===== config.mk =====
export PLATFORM = sky130hd
export DESIGN_NAME = vga_scan_engine_flat
export DESIGN_NICKNAME = d
export VERILOG_FILES = /design/src/rtl/vga_scan_engine_if.sv /design/src/rtl/vga_scan_engine.sv /design/src/flat_wrapper.sv
export SDC_FILE = /design/constraint.sdc
export NUM_CORES = 1
export LEC_CHECK = 0
export ABC_AREA = 0
export BUFFER_PORTS_ARGS = -buffer_cell sky130_fd_sc_hd__clkbuf_2
export CAP_MARGIN = 25
export CORE_UTILIZATION = 53
export CTS_CLUSTER_SIZE = 14
export DETAILED_ROUTE_END_ITERATION = 16
export PLACE_DENSITY = 0.79
export SLEW_MARGIN = 5
export SYNTH_ARGS = -nofsm -noshare
export SYNTH_HDL_FRONTEND = slang
export SYNTH_SLANG_ARGS = --single-unit

===== constraint.sdc =====
create_clock -name Clock -period 2.4 [get_ports Clock]
set_clock_uncertainty 0.1 [all_clocks]
set_input_delay 0.36 -clock Clock [delete_from_list [all_inputs] [get_ports Clock]]
set_output_delay 0.36 -clock Clock [all_outputs]
set_load 0.1 [all_outputs]

===== src/rtl/vga_scan_engine_if.sv =====
// vga_scan_engine_if
//   Groups the scan engine's non-clock signals: scan enable, framebuffer
//   read port, VGA pins and the raw counter taps.
// Ports (signals):
//   iEnable     - scan enable (low = idle, counters cleared)
//   oRdCol      - framebuffer read column (scaled)
//   oRdRow      - framebuffer read row (scaled)
//   iRGB        - framebuffer data returned for the issued address
//   VGA_HSYNC   - horizontal sync pin
//   VGA_VSYNC   - vertical sync pin
//   VGA_RGB     - pixel colour pins (0 while blanked)
//   oFrameStart - one-Clock pulse at the start of each frame
//   oPixelCount - raw horizontal counter
//   oLineCount  - raw vertical counter
// Modports:
//   master - the scan engine itself
//   slave  - the surrounding system (RAM wrapper, pins, enable source)
interface vga_scan_engine_if #(
    parameter int RGB_W = 3
);
    logic             iEnable;
    logic [10:0]      oRdCol;
    logic [9:0]       oRdRow;
    logic [RGB_W-1:0] iRGB;
    logic             VGA_HSYNC;
    logic             VGA_VSYNC;
    logic [RGB_W-1:0] VGA_RGB;
    logic             oFrameStart;
    logic [10:0]      oPixelCount;
    logic [9:0]       oLineCount;

    modport master (
        input  iEnable,
        input  iRGB,
        output oRdCol,
        output oRdRow,
        output VGA_HSYNC,
        output VGA_VSYNC,
        output VGA_RGB,
        output oFrameStart,
        output oPixelCount,
        output oLineCount
    );

    modport slave (
        output iEnable,
        output iRGB,
        input  oRdCol,
        input  oRdRow,
        input  VGA_HSYNC,
        input  VGA_VSYNC,
        input  VGA_RGB,
        input  oFrameStart,
        input  oPixelCount,
        input  oLineCount
    );
endinterface


===== src/rtl/vga_scan_engine.sv =====
// vga_scan_engine
//   Parametrised VGA scan engine. Divides Clock down to a pixel tick, runs
//   programmable horizontal/vertical counters, issues (optionally scaled)
//   framebuffer read addresses and realigns sync/blank to the RAM read
//   latency so that syncs and colour leave on the same Clock edge.
// Ports:
//   Clock - system clock
//   Reset - asynchronous, active-high reset
//   bus   - vga_scan_engine_if.master (enable, read port, VGA pins, counters)
// Timing notes:
//   The read address for counter value (h,v) is registered on the tick that
//   consumes (h,v). iRGB must hold the matching data at the tick edge RD_LAT
//   ticks after that, which is when the delayed blank/sync flags reach the
//   end of the RD_LAT-stage delay line and the output registers load.
module vga_scan_engine #(
    parameter int CLK_DIV    = 2,
    parameter int H_VISIBLE  = 640,
    parameter int H_FP       = 16,
    parameter int H_SYNC     = 96,
    parameter int H_BP       = 48,
    parameter int V_VISIBLE  = 480,
    parameter int V_FP       = 10,
    parameter int V_SYNC     = 2,
    parameter int V_BP       = 33,
    parameter int SYNC_POL   = 0,
    parameter int RGB_W      = 3,
    parameter int SCALE_LOG2 = 0,
    parameter int RD_LAT     = 1
) (
    input  logic              Clock,
    input  logic              Reset,
    vga_scan_engine_if.master bus
);

    localparam int H_TOTAL = H_VISIBLE + H_FP + H_SYNC + H_BP;
    localparam int V_TOTAL = V_VISIBLE + V_FP + V_SYNC + V_BP;

    // A one-bit divider is kept even for CLK_DIV=1; it simply stays at 0.
    localparam int DIV_W = (CLK_DIV > 1) ? $clog2(CLK_DIV) : 1;
    localparam logic [DIV_W-1:0] DIV_LAST = DIV_W'(CLK_DIV - 1);

    localparam logic [10:0] H_LAST      = 11'(H_TOTAL - 1);
    localparam logic [10:0] H_VIS_END   = 11'(H_VISIBLE);
    localparam logic [10:0] H_SYNC_BEG  = 11'(H_VISIBLE + H_FP);
    localparam logic [10:0] H_SYNC_END  = 11'(H_VISIBLE + H_FP + H_SYNC);

    localparam logic [9:0]  V_LAST      = 10'(V_TOTAL - 1);
    localparam logic [9:0]  V_VIS_END   = 10'(V_VISIBLE);
    localparam logic [9:0]  V_SYNC_BEG  = 10'(V_VISIBLE + V_FP);
    localparam logic [9:0]  V_SYNC_END  = 10'(V_VISIBLE + V_FP + V_SYNC);

    localparam logic SYNC_ON  = (SYNC_POL != 0);
    localparam logic SYNC_OFF = !SYNC_ON;

    logic [DIV_W-1:0]  div_cnt;
    logic              tick;
    logic [10:0]       h_cnt;
    logic [9:0]        v_cnt;

    logic              active;
    logic              hs_raw;
    logic              vs_raw;

    logic [10:0]       rd_col;
    logic [9:0]        rd_row;
    logic [RD_LAT-1:0] dly_active;
    logic [RD_LAT-1:0] dly_hs;
    logic [RD_LAT-1:0] dly_vs;
    logic [RGB_W-1:0]  rgb_q;
    logic              hsync_q;
    logic              vsync_q;
    logic              frame_start_q;

    assign tick   = (div_cnt == DIV_LAST);
    assign active = (h_cnt < H_VIS_END) && (v_cnt < V_VIS_END);
    assign hs_raw = (h_cnt >= H_SYNC_BEG) && (h_cnt < H_SYNC_END);
    assign vs_raw = (v_cnt >= V_SYNC_BEG) && (v_cnt < V_SYNC_END);

    // Pixel-tick divider
    always_ff @(posedge Clock or posedge Reset) begin
        if (Reset) begin
            div_cnt <= '0;
        end else if (!bus.iEnable) begin
            div_cnt <= '0;
        end else if (tick) begin
            div_cnt <= '0;
        end else begin
            div_cnt <= div_cnt + DIV_W'(1);
        end
    end

    // Horizontal / vertical counters
    always_ff @(posedge Clock or posedge Reset) begin
        if (Reset) begin
            h_cnt <= '0;
            v_cnt <= '0;
        end else if (!bus.iEnable) begin
            h_cnt <= '0;
            v_cnt <= '0;
        end else if (tick) begin
            if (h_cnt == H_LAST) begin
                h_cnt <= '0;
                v_cnt <= (v_cnt == V_LAST) ? 10'd0 : v_cnt + 10'd1;
            end else begin
                h_cnt <= h_cnt + 11'd1;
            end
        end
    end

    // Read address, latency-matching delay line and output registers
    always_ff @(posedge Clock or posedge Reset) begin
        if (Reset) begin
            rd_col        <= '0;
            rd_row        <= '0;
            dly_active    <= '0;
            dly_hs        <= '0;
            dly_vs        <= '0;
            rgb_q         <= '0;
            hsync_q       <= SYNC_OFF;
            vsync_q       <= SYNC_OFF;
            frame_start_q <= 1'b0;
        end else if (!bus.iEnable) begin
            rd_col        <= '0;
            rd_row        <= '0;
            dly_active    <= '0;
            dly_hs        <= '0;
            dly_vs        <= '0;
            rgb_q         <= '0;
            hsync_q       <= SYNC_OFF;
            vsync_q       <= SYNC_OFF;
            frame_start_q <= 1'b0;
        end else begin
            // Evaluated every Clock so the pulse is exactly one Clock wide.
            frame_start_q <= tick && (h_cnt == 11'd0) && (v_cnt == 10'd0);
            if (tick) begin
                // Address holds its last visible value through blanking.
                if (active) begin
                    rd_col <= h_cnt >> SCALE_LOG2;
                    rd_row <= v_cnt >> SCALE_LOG2;
                end
                // Shift left; bit 0 is the newest sample, MSB the oldest.
                dly_active <= (dly_active << 1) | RD_LAT'(active);
                dly_hs     <= (dly_hs << 1) | RD_LAT'(hs_raw);
                dly_vs     <= (dly_vs << 1) | RD_LAT'(vs_raw);
                rgb_q      <= dly_active[RD_LAT-1] ? bus.iRGB : '0;
                hsync_q    <= dly_hs[RD_LAT-1] ? SYNC_ON : SYNC_OFF;
                vsync_q    <= dly_vs[RD_LAT-1] ? SYNC_ON : SYNC_OFF;
            end
        end
    end

    assign bus.oRdCol      = rd_col;
    assign bus.oRdRow      = rd_row;
    assign bus.VGA_RGB     = rgb_q;
    assign bus.VGA_HSYNC   = hsync_q;
    assign bus.VGA_VSYNC   = vsync_q;
    assign bus.oFrameStart = frame_start_q;
    assign bus.oPixelCount = h_cnt;
    assign bus.oLineCount  = v_cnt;

endmodule


===== src/flat_wrapper.sv =====
// flat-port wrapper written by rule: the top's interface ports become plain ports
module vga_scan_engine_flat 
#(
    parameter int CLK_DIV    = 2,
    parameter int H_VISIBLE  = 640,
    parameter int H_FP       = 16,
    parameter int H_SYNC     = 96,
    parameter int H_BP       = 48,
    parameter int V_VISIBLE  = 480,
    parameter int V_FP       = 10,
    parameter int V_SYNC     = 2,
    parameter int V_BP       = 33,
    parameter int SYNC_POL   = 0,
    parameter int RGB_W      = 3,
    parameter int SCALE_LOG2 = 0,
    parameter int RD_LAT     = 1
)
  (Clock, Reset, bus_iEnable, bus_iRGB, bus_oRdCol, bus_oRdRow, bus_VGA_HSYNC, bus_VGA_VSYNC, bus_VGA_RGB, bus_oFrameStart, bus_oPixelCount, bus_oLineCount);
  vga_scan_engine_if #(.RGB_W(RGB_W)) bus_i ();
  input  logic Clock;
  input  logic Reset;
  input wire logic [$bits(bus_i.iEnable)-1:0] bus_iEnable;
  input wire logic [$bits(bus_i.iRGB)-1:0] bus_iRGB;
  output wire logic [$bits(bus_i.oRdCol)-1:0] bus_oRdCol;
  output wire logic [$bits(bus_i.oRdRow)-1:0] bus_oRdRow;
  output wire logic [$bits(bus_i.VGA_HSYNC)-1:0] bus_VGA_HSYNC;
  output wire logic [$bits(bus_i.VGA_VSYNC)-1:0] bus_VGA_VSYNC;
  output wire logic [$bits(bus_i.VGA_RGB)-1:0] bus_VGA_RGB;
  output wire logic [$bits(bus_i.oFrameStart)-1:0] bus_oFrameStart;
  output wire logic [$bits(bus_i.oPixelCount)-1:0] bus_oPixelCount;
  output wire logic [$bits(bus_i.oLineCount)-1:0] bus_oLineCount;
  assign bus_i.iEnable = bus_iEnable;
  assign bus_i.iRGB = bus_iRGB;
  assign bus_oRdCol = bus_i.oRdCol;
  assign bus_oRdRow = bus_i.oRdRow;
  assign bus_VGA_HSYNC = bus_i.VGA_HSYNC;
  assign bus_VGA_VSYNC = bus_i.VGA_VSYNC;
  assign bus_VGA_RGB = bus_i.VGA_RGB;
  assign bus_oFrameStart = bus_i.oFrameStart;
  assign bus_oPixelCount = bus_i.oPixelCount;
  assign bus_oLineCount = bus_i.oLineCount;
  vga_scan_engine #(.CLK_DIV(CLK_DIV), .H_VISIBLE(H_VISIBLE), .H_FP(H_FP), .H_SYNC(H_SYNC), .H_BP(H_BP), .V_VISIBLE(V_VISIBLE), .V_FP(V_FP), .V_SYNC(V_SYNC), .V_BP(V_BP), .SYNC_POL(SYNC_POL), .RGB_W(RGB_W), .SCALE_LOG2(SCALE_LOG2), .RD_LAT(RD_LAT)) u_core (.Clock(Clock), .Reset(Reset), .bus(bus_i));
endmodule

==> flow_metrics.py, run 1 <==
metrics = {
    "outcome": {
        "status": "completed",
    },
    "global_routing": {
        "antenna_found_initial": 0,
        "grtUsageMet2": 0.335,
        "grt_max_degree": 53,
        "grt_pass1_wl_mm": 8.61,
        "met1_usage": 0.330,
        "grt_usage": 0.226,
        "use_met3": 0.0482,
        "top_usage_layer": "met2",
        "grt_pass1_vias": 1785,
        "overflow": 0,
    },
    "route": {
        "totalWireLength_mm": 5.17,
        "drtAntennaViolNets": 0,
        "drt_iter0_markers": 120,
        "drt-vias-per-instance": 5.92,
        "routedWlPerCell_microns": 15.6,
        "firstDrtPassIters": 4,
        "drc": 0,
        "vias": 1961,
    },
    "worst_setup_path": {
        "critPathCaptureType": "flip-flop",
        "start_kind": "flip-flop",
        "crit_fanout": 17,
        "crit_type": "flip-flop to flip-flop",
        "critical_path_arrival_ns": 2.27,
        "required_ns": 2.52,
    },
    "logic_synthesis": {
        "synth_edf_count": 0,
        "synth_top_family_by_area": "simple AND/OR/NAND/NOR gates",
        "ys_warn_count": 0,
        "synth_fp_nets": 235,
        "syn_area_per_cell_sq_um": 10.6,
        "ys_ff_latch": 52,
        "syn_area_sq_um": 2380,
        "synth.area.mux_share": 0.00473,
        "synthAdderAreaFrac": 0.0210,
        "ys_async_sr_fraction": 1.00,
        "synthXorXnorAreaFrac": 0.0257,
        "synth_cell_types": 37,
        "ys.flop_type": "dfrtp_1",
        "synth-simple-area-share": 0.195,
        "ys_seq_area_frac": 0.547,
        "syn_inst": 225,
        "synth_compound_gate_area_share": 0.164,
    },
    "finish": {
        "final_nets": 288,
        "drive_above_1_share": 0.269,
        "num_antenna_cells": 0,
        "syn_to_final_growth_pct": 17.5,
    },
    "flow_run": {
        "cap_violations": 0,
    },
    "sta": {
        "post-route-period-util": 0.895,
        "final_max_slew_viol_count": 0,
        "rsz0062_at_grt": "false",
        "max_freq_ghz": 0.466,
        "setup_ws_ns": 0.253,
        "setup-violations-final": 0,
        "relSlewSlack": 0.547,
        "fin_crit_ns": 2.15,
        "finalHoldViolCount": 0,
        "fin_setup_tns_ns": 0,
        "tightest_slew_ns": 0.680,
    },
    "floorplanning": {
        "die_h_microns": 69.0,
        "start_util": 0.551,
        "rows": 24,
        "coreArea_sq_um": 4320,
        "ioPinCount": 54,
        "die_w_microns": 69.0,
        "dieArea_sq_um": 4770,
    },
    "placement": {
        "gp_congestion": 0.807,
        "dpl_worst_slack_ns": 0.291,
        "io_buffer_count": 53,
        "hpwl_mm": 3.57,
    },
    "pwr": {
        "p_leak_nw": 1.37,
        "power_density_nw_per_um2": 597,
        "peakVddDrop_v": 0.000225,
    },
    "clock_network": {
        "cts_tree": "built",
        "clock_sinks": 52,
        "htree_num_levels": 2,
        "cts_root_buffer": "clkbuf_8",
        "cts_buffers": 5,
        "post_cts_buffers": 0,
        "cts_hold_buf": 0,
        "post_cts_resized": 0,
        "clk_pin_slew_ns": 0.09,
        "clock_latency_ns": 0.30,
        "clockBufferDepth": 2,
    },
    "min_path": {
        "hp-class": "input pin to asynchronous set/reset pin",
    },
}
## cells in the mapped netlist (2+ instances only)
cell type,n,area (sq um)
clkbuf_1,4,15.0
nand4_1,7,43.8
a41oi_1,3,26.3
a22o_1,19,166
nor4b_1,2,17.5
dfrtp_1,50,1250
buf_2,8,40.0
nor4_1,2,12.5
nor2_1,10,37.5
o21ai_0,12,60.1
a31oi_1,2,12.5
nand3_1,15,75.1
xor2_1,5,43.8
or4_1,3,22.5
nand2_1,17,63.8
ha_1,4,50.1
inv_1,9,33.8
a21oi_1,11,55.1
and3_1,9,56.3
dfstp_2,2,52.6
or3_1,7,43.8
nor3_1,2,10.0
o31ai_1,2,15.0
nand4b_1,3,26.3
nand2b_1,4,25.0
xnor2_1,2,17.5
## sequential cells by signal, indices dropped and copies added, names as in the netlist
signal,count
u_core.dly_active,1
u_core.bus.VGA_RGB,3
u_core.bus.oLineCount,10
u_core.div_cnt,1
u_core.bus.oPixelCount,11
u_core.bus.oRdCol,11
u_core.bus.oFrameStart,1
u_core.dly_vs,1
u_core.bus.VGA_HSYNC,1
u_core.bus.VGA_VSYNC,1
u_core.dly_hs,1
u_core.bus.oRdRow,10
## final timing paths
check / from / end / cells past startpoint / slack [ns]
worst max-delay path: u_core.bus.oPixelCount[1] / u_core.bus.oLineCount[7] / 5 / 0.25
worst min-delay path: Reset / u_core.bus.oRdRow[4] / 3 / 0.1
worst max register to register: u_core.bus.oPixelCount[1] / u_core.bus.oLineCount[7] / 5 / 0.25
worst min register to register: u_core.dly_hs / u_core.dly_hs / 2 / 0.37
max in group asynchronous: Reset / u_core.bus.oPixelCount[1] / 3 / 1.65
min in group Clock: bus_iRGB[0] / u_core.bus.VGA_RGB[0] / 3 / 0.21
## layout by cell type, fill, tap and decap left out, drive strengths merged, types with 5 or more instances in the layout
cell type,netlist,final
nand4,7,7
nand3,15,15
dfrtp,50,50
or3,7,7
nand2,17,17
buf,9,6
and3,9,9
a21oi,11,11
nor2,10,10
a22o,19,19
inv,9,9
o21ai,13,13
clkbuf,4,61
xor2,5,5
## routing by layer
layer / routed length [microns] / vias to the layer above / share of wire
met1: 2480 / 975 / 0.48
met4: 71 / 0 / 0.014
met3: 232 / 9 / 0.045
li1: - / 929 / -
met2: 2390 / 48 / 0.46
met5: 0 / - / 0
## report_power, final
group          switching [mW]  internal (mW)  total [mW]
clock network           0.271          0.264       0.534
registers              0.0261          0.892       0.918
logic                   0.178         0.0416       0.220
## cell families (layout without fill, tap and decap cells)
logic type	after synthesis	count (layout)
DFF	52	52
buffers and inverters	23	77
and+or+nand+nor	84	84
AOI/OAI and AO/OA	54	54
adders and majority gates	4	4
muxes	1	1
xor gates and xnor gates	7	7
## through the flow
stage	hold slack (ns)	utilization	std cells	total power, mW	area (sq um)
after floorplan	0.339	-	225	1.11	2390
final	0.0969	0.647	331	1.67	2800
after global placement	0.357	0.624	323	1.15	2700
after global routing	0.160	0.647	331	1.74	2800
after detailed placement	0.359	0.624	323	1.16	2700
after CTS	0.128	0.647	331	1.68	2800
## area by class of cell
type,instances,area [sq um]
multi-input combinational,150,978
sequential,52,1310
tap,52,65.1
fill,346,1530
inverter,10,37.5
timing repair buffer,59,310
clock buffer,8,100
## worst max-delay path, cell delays in order (launching register included)
cell and delay, ns:
dfrtp_2 0.43, ha_1 0.24, and3_1 0.32, a41oi_4 0.27, or4_1 0.55, a21oi_1 0.15
No activity file was read; power rests on OpenSTA's default activity.
==> inputs of run 2 (changes only) <==
--- a/config.mk
+++ b/config.mk
@@ -12,6 +12,7 @@
 export CTS_CLUSTER_SIZE = 14
 export DETAILED_ROUTE_END_ITERATION = 16
 export PLACE_DENSITY = 0.79
+export RECOVER_POWER = 25
 export SLEW_MARGIN = 5
 export SYNTH_ARGS = -nofsm -noshare
 export SYNTH_HDL_FRONTEND = slang
==> run 2 against run 1 <==
Compared with the run above: highest routed layer unchanged; first-iteration DRC count unchanged; die area did not move; largest power group unchanged; sequential power about the same.
==> flow_metrics.py, run 2 (synthesis results as in run 1) <==
metrics = {
    "floorplanning": {
        "die_w_microns": 69.0,
        "ioPinCount": 54,
        "die_h_microns": 69.0,
        "coreArea_sq_um": 4320,
        "dieArea_sq_um": 4770,
        "rows": 24,
        "start_util": 0.551,
    },
    "pwr": {
        "p_comb_frac": 0.131,
        "p_sw_mw": 0.475,
        "clock_power_share": 0.320,
        "pwr-share-seq": 0.549,
        "power_density_nw_per_um2": 598,
        "intPower_mw": 1.20,
        "p_leak_nw": 1.37,
        "sw_frac_of_total": 0.284,
        "total_power_mw": 1.67,
        "peakVddDrop_v": 0.000225,
    },
    "sta": {
        "setup-violations-final": 0,
        "fin_setup_tns_ns": 0,
        "finalHoldViolCount": 0,
        "fin_crit_ns": 2.15,
        "post-route-period-util": 0.895,
        "rsz0062_at_grt": "false",
        "tightest_slew_ns": 1.23,
        "final_max_slew_viol_count": 0,
        "max_freq_ghz": 0.466,
        "relSlewSlack": 0.177,
    },
    "clock_network": {
        "clock_latency_ns": 0.30,
        "cts_buffers": 5,
        "clockBufferDepth": 2,
        "clk_pin_slew_ns": 0.09,
        "cts_hold_buf": 0,
        "clock_sinks": 52,
        "cts_tree": "built",
        "post_cts_buffers": 0,
        "htree_num_levels": 2,
        "post_cts_resized": 0,
        "cts_root_buffer": "clkbuf_8",
    },
    "global_routing": {
        "grt_pass1_wl_mm": 8.61,
        "grt_pass1_vias": 1785,
        "antenna_found_initial": 0,
        "overflow": 0,
        "grt_max_degree": 53,
        "grt_usage": 0.226,
    },
    "placement": {
        "gp_congestion": 0.807,
        "io_buffer_count": 53,
        "hpwl_mm": 3.57,
    },
    "route": {
        "vias": 1961,
        "totalWireLength_mm": 5.17,
        "drc": 0,
        "routedWlPerCell_microns": 15.6,
        "drtAntennaViolNets": 0,
        "firstDrtPassIters": 4,
        "drt_iter0_markers": 120,
        "drt-vias-per-instance": 5.92,
    },
    "min_path": {
        "hp-class": "input pin to flip-flop",
    },
    "worst_setup_path": {
        "crit_type": "flip-flop to flip-flop",
        "required_ns": 2.52,
        "crit_fanout": 17,
        "crit_chain": "ha_1, and3_1, a41oi_4, or4_1, a21oi_1",
        "cp_slowest_cell": "or4_1",
        "critical_path_arrival_ns": 2.27,
        "critPathCaptureType": "flip-flop",
        "cpPeakStageDelay_ns": 0.55,
        "start_kind": "flip-flop",
    },
    "finish": {
        "syn_to_final_growth_pct": 17.4,
        "num-fill-cells": 347,
        "final_nets": 288,
        "num_antenna_cells": 0,
        "drive_above_1_share": 0.265,
        "layout_commonest_cell": "clkbuf_2",
        "mostFrequentLayoutCells": "54 x clkbuf_2, 47 x dfrtp_1, 19 x a22o_1",
    },
    "flow_run": {
        "cap_violations": 0,
    },
    "outcome": {
        "status": "completed",
    },
}
-- run 2: stage by stage --
stage | instances | hold slack (ns) | instance area [sq um] | setup slack (ns) | utilization
after floorplan | 225 | 0.339 | 2390 | 0.0365 | -
after global placement | 323 | 0.357 | 2700 | 0.343 | 0.624
after detailed placement | 323 | 0.359 | 2700 | 0.291 | 0.624
after CTS | 331 | 0.128 | 2800 | 0.257 | 0.647
after global routing | 331 | 0.223 | 2800 | 0.0700 | 0.647
final | 331 | 0.206 | 2800 | 0.253 | 0.647
-- run 2: layout make-up --
cell class                 count  area [sq um]  area share
clock buffer                   8           100      0.0358
inverter                      10          37.5      0.0134
multi-input combinational    150           978       0.350
sequential                    52          1310       0.468
tap                           52          65.1      0.0233
timing repair buffer          59           308       0.110
-- run 2: path summary, 6_finish.rpt --
path / startpoint / slack [ns] / depth (start not counted) / to
setup / recovery: u_core.bus.oPixelCount[1] / 0.25 / 5 / u_core.bus.oLineCount[7]
hold / removal: bus_iRGB[0] / 0.21 / 3 / u_core.bus.VGA_RGB[0]
setup reg to reg: u_core.bus.oPixelCount[1] / 0.25 / 5 / u_core.bus.oLineCount[7]
hold reg to reg: u_core.dly_hs / 0.37 / 2 / u_core.dly_hs
max in group asynchronous: Reset / 1.04 / 3 / u_core.bus.oPixelCount[1]
min in group asynchronous: Reset / 0.33 / 3 / u_core.bus.oRdRow[4]
-- run 2: power groups by stage --
stage	Clock, mW	Combinational, mW	Sequential [mW]
finish	0.534	0.219	0.918
global route	0.576	0.237	0.922
CTS	0.540	0.222	0.917
detailed placement	0	0.221	0.934
global placement	0	0.218	0.933
floorplan	0	0.0842	1.02
-- run 2: critical path, delay by kind of cell (launching register included) --
family | cells | cell delay (ns)
AOI/OAI and AO/OA | 2 | 0.42
adders and majority gates | 1 | 0.24
and+or+nand+nor | 2 | 0.87
DFF | 1 | 0.43
-- run 2: per-layer routing --
| layer | up-vias | GRT usage | wire, microns |
|---|---|---|---|
| met4 | 0 | 0.0794 | 71 |
| met3 | 9 | 0.0482 | 232 |
| li1 | 929 | - | - |
| met5 | - | 0 | 0 |
| met1 | 975 | 0.330 | 2480 |
| met2 | 48 | 0.335 | 2390 |
==> inputs of run 3 (changes only) <==
--- a/config.mk
+++ b/config.mk
@@ -13,6 +13,7 @@
 export DETAILED_ROUTE_END_ITERATION = 16
 export PLACE_DENSITY = 0.79
 export RECOVER_POWER = 25
+export REMOVE_ABC_BUFFERS = 1
 export SLEW_MARGIN = 5
 export SYNTH_ARGS = -nofsm -noshare
 export SYNTH_HDL_FRONTEND = slang
==> run 3 against run 2 <==
Compared with the run above: first-iteration DRC count is 24% higher; global-route usage is 0.84 points higher; setup slack worse by 0.039 ns; die area unchanged; register-to-register slack worse by 0.04 ns; critical path depth unchanged; fmax decreased by 1.8%; routed wire length rose by 4.0%; clock power grew 20%; clock-buffer cell count shrank 1; non-clock buffer count unchanged; critical endpoint is now u_core.bus.oLineCount[9]; largest cell class unchanged; highest routed layer unchanged.
==> flow_metrics.py, run 3 (synthesis results as in run 1) <==
metrics = {
    "outcome": {
        "status": "completed",
    },
    "sta": {
        "post-route-period-util": 0.911,
        "finalHoldViolCount": 0,
        "holdWs_ns": 0.155,
        "fin_crit_ns": 2.19,
        "setup-violations-final": 0,
        "rsz0062_at_grt": "false",
        "tightest_slew_ns": 0.975,
        "final_max_slew_viol_count": 0,
        "relSlewSlack": 0.349,
        "max_freq_ghz": 0.457,
    },
    "finish": {
        "final_nets": 288,
        "layout_commonest_cell": "clkbuf_2",
        "multiInputGateArea_sq_um": 982,
        "post-route-util": 0.653,
        "num_antenna_cells": 0,
        "syn_to_final_growth_pct": 18.5,
        "mostFrequentLayoutCells": "54 x clkbuf_2, 50 x dfrtp_1, 19 x a22o_1",
        "num-fill-cells": 358,
        "regArea_sq_um": 1300,
        "drive_above_1_share": 0.262,
    },
    "worst_setup_path": {
        "critPathCaptureType": "flip-flop",
        "critical_path_arrival_ns": 2.32,
        "crit_chain": "ha_1, and3_1, a41oi_4, or4_1, a21oi_1",
        "crit_fanout": 17,
        "cpPeakStageDelay_ns": 0.55,
        "regToRegSetupSlack_ns": 0.21,
        "start_kind": "flip-flop",
        "required_ns": 2.53,
        "crit_type": "flip-flop to flip-flop",
        "cp_slowest_cell": "or4_1",
        "reg2reg_to": "u_core.bus.oLineCount[9]",
        "r2r_cells": 5,
        "regToRegStartpoint": "u_core.bus.oPixelCount[0]",
    },
    "pwr": {
        "p_sw_mw": 0.481,
        "sw_frac_of_total": 0.270,
        "p_leak_nw": 1.39,
        "peakVddDrop_v": 0.000423,
        "power_density_nw_per_um2": 631,
        "pwr-share-seq": 0.513,
        "p_comb_frac": 0.126,
        "intPower_mw": 1.30,
        "total_power_mw": 1.78,
        "clock_power_share": 0.360,
    },
    "floorplanning": {
        "die_h_microns": 69.0,
        "ioPinCount": 54,
        "dieArea_sq_um": 4770,
        "die_w_microns": 69.0,
        "rows": 24,
        "start_util": 0.551,
        "coreArea_sq_um": 4320,
    },
    "route": {
        "routedWlPerCell_microns": 16.2,
        "drt_iter0_markers": 149,
        "drc": 0,
        "drt-vias-per-instance": 5.91,
        "vias": 1956,
        "firstDrtPassIters": 4,
        "drtAntennaViolNets": 0,
        "totalWireLength_mm": 5.38,
    },
    "clock_network": {
        "htree_num_levels": 2,
        "clk_pin_slew_ns": 0.09,
        "clock_latency_ns": 0.30,
        "clock_sinks": 52,
        "cts_root_buffer": "clkbuf_8",
        "clockBufferDepth": 2,
        "cts_hold_buf": 0,
        "cts_buffers": 5,
        "cts_tree": "built",
        "post_cts_buffers": 0,
        "post_cts_resized": 0,
    },
    "global_routing": {
        "grt_max_degree": 28,
        "overflow": 0,
        "grt_pass1_wl_mm": 9.05,
        "grt_usage": 0.235,
        "grt_pass1_vias": 1806,
        "antenna_found_initial": 0,
    },
    "flow_run": {
        "cap_violations": 0,
    },
    "placement": {
        "gp_congestion": 0.896,
        "hpwl_mm": 3.68,
        "io_buffer_count": 53,
    },
    "min_path": {
        "hp-class": "input pin to asynchronous set/reset pin",
    },
}
[run 3: routing by layer]
layer | global-route usage | part of all wire | vias up
li1 | - | - | 929
met1 | 0.349 | 0.45 | 950
met2 | 0.358 | 0.48 | 71
met3 | 0.0409 | 0.060 | 6
met4 | 0.0612 | 0.011 | 0
met5 | 0 | 0 | -
[run 3: power by group through the flow]
| stage | combinational, mW | sequential [mW] | clock [mW] |
|---|---|---|---|
| CTS | 0.229 | 0.915 | 0.650 |
| global route | 0.242 | 0.919 | 0.689 |
| detailed placement | 0.228 | 0.932 | 0 |
| global placement | 0.224 | 0.931 | 0 |
| finish | 0.225 | 0.915 | 0.642 |
| floorplan | 0.0748 | 1.02 | 0 |
[run 3: worst max path at each step]
stage	startpoint	to	slack [ns]	cells after the start
floorplan	u_core.bus.oPixelCount[1]	u_core.bus.oLineCount[9]	-0.28	5
global placement	u_core.bus.oPixelCount[0]	u_core.bus.oLineCount[9]	0.32	5
detailed placement	u_core.bus.oPixelCount[0]	u_core.bus.oLineCount[7]	0.25	5
CTS	u_core.bus.oPixelCount[0]	u_core.bus.oLineCount[9]	0.21	5
global route	u_core.bus.oPixelCount[0]	u_core.bus.oLineCount[7]	0.03	5
finish	u_core.bus.oPixelCount[0]	u_core.bus.oLineCount[9]	0.21	5
[run 3: stage by stage]
| stage | std cells | setup TNS [ns] | worst slack (ns) | instance area, sq um |
|---|---|---|---|---|
| 2_1_floorplan | 212 | -1.30 | -0.279 | 2320 |
| 5_1_grt | 331 | 0 | 0.0326 | 2820 |
| 3_5_place_dp | 323 | 0 | 0.250 | 2710 |
| 4_1_cts | 331 | 0 | 0.212 | 2830 |
| 3_3_place_gp | 323 | 0 | 0.322 | 2710 |
| 6_report | 331 | 0 | 0.213 | 2820 |
[run 3: worst max-delay path: cells and delay by family, from the launching register on]
family          cells  cell delay [ns]
flops               1             0.45
compound gates      2             0.42
fa+ha+maj           1             0.27
simple gates        2             0.87
[run 3: layout make-up]
class,instances,area share
clock buffers,7,0.0341
clock inverters,1,0.0106
inverters,10,0.0133
multi-input cells,150,0.348
flip-flops and latches,52,0.462
well taps,52,0.0230
repair buffers,59,0.109
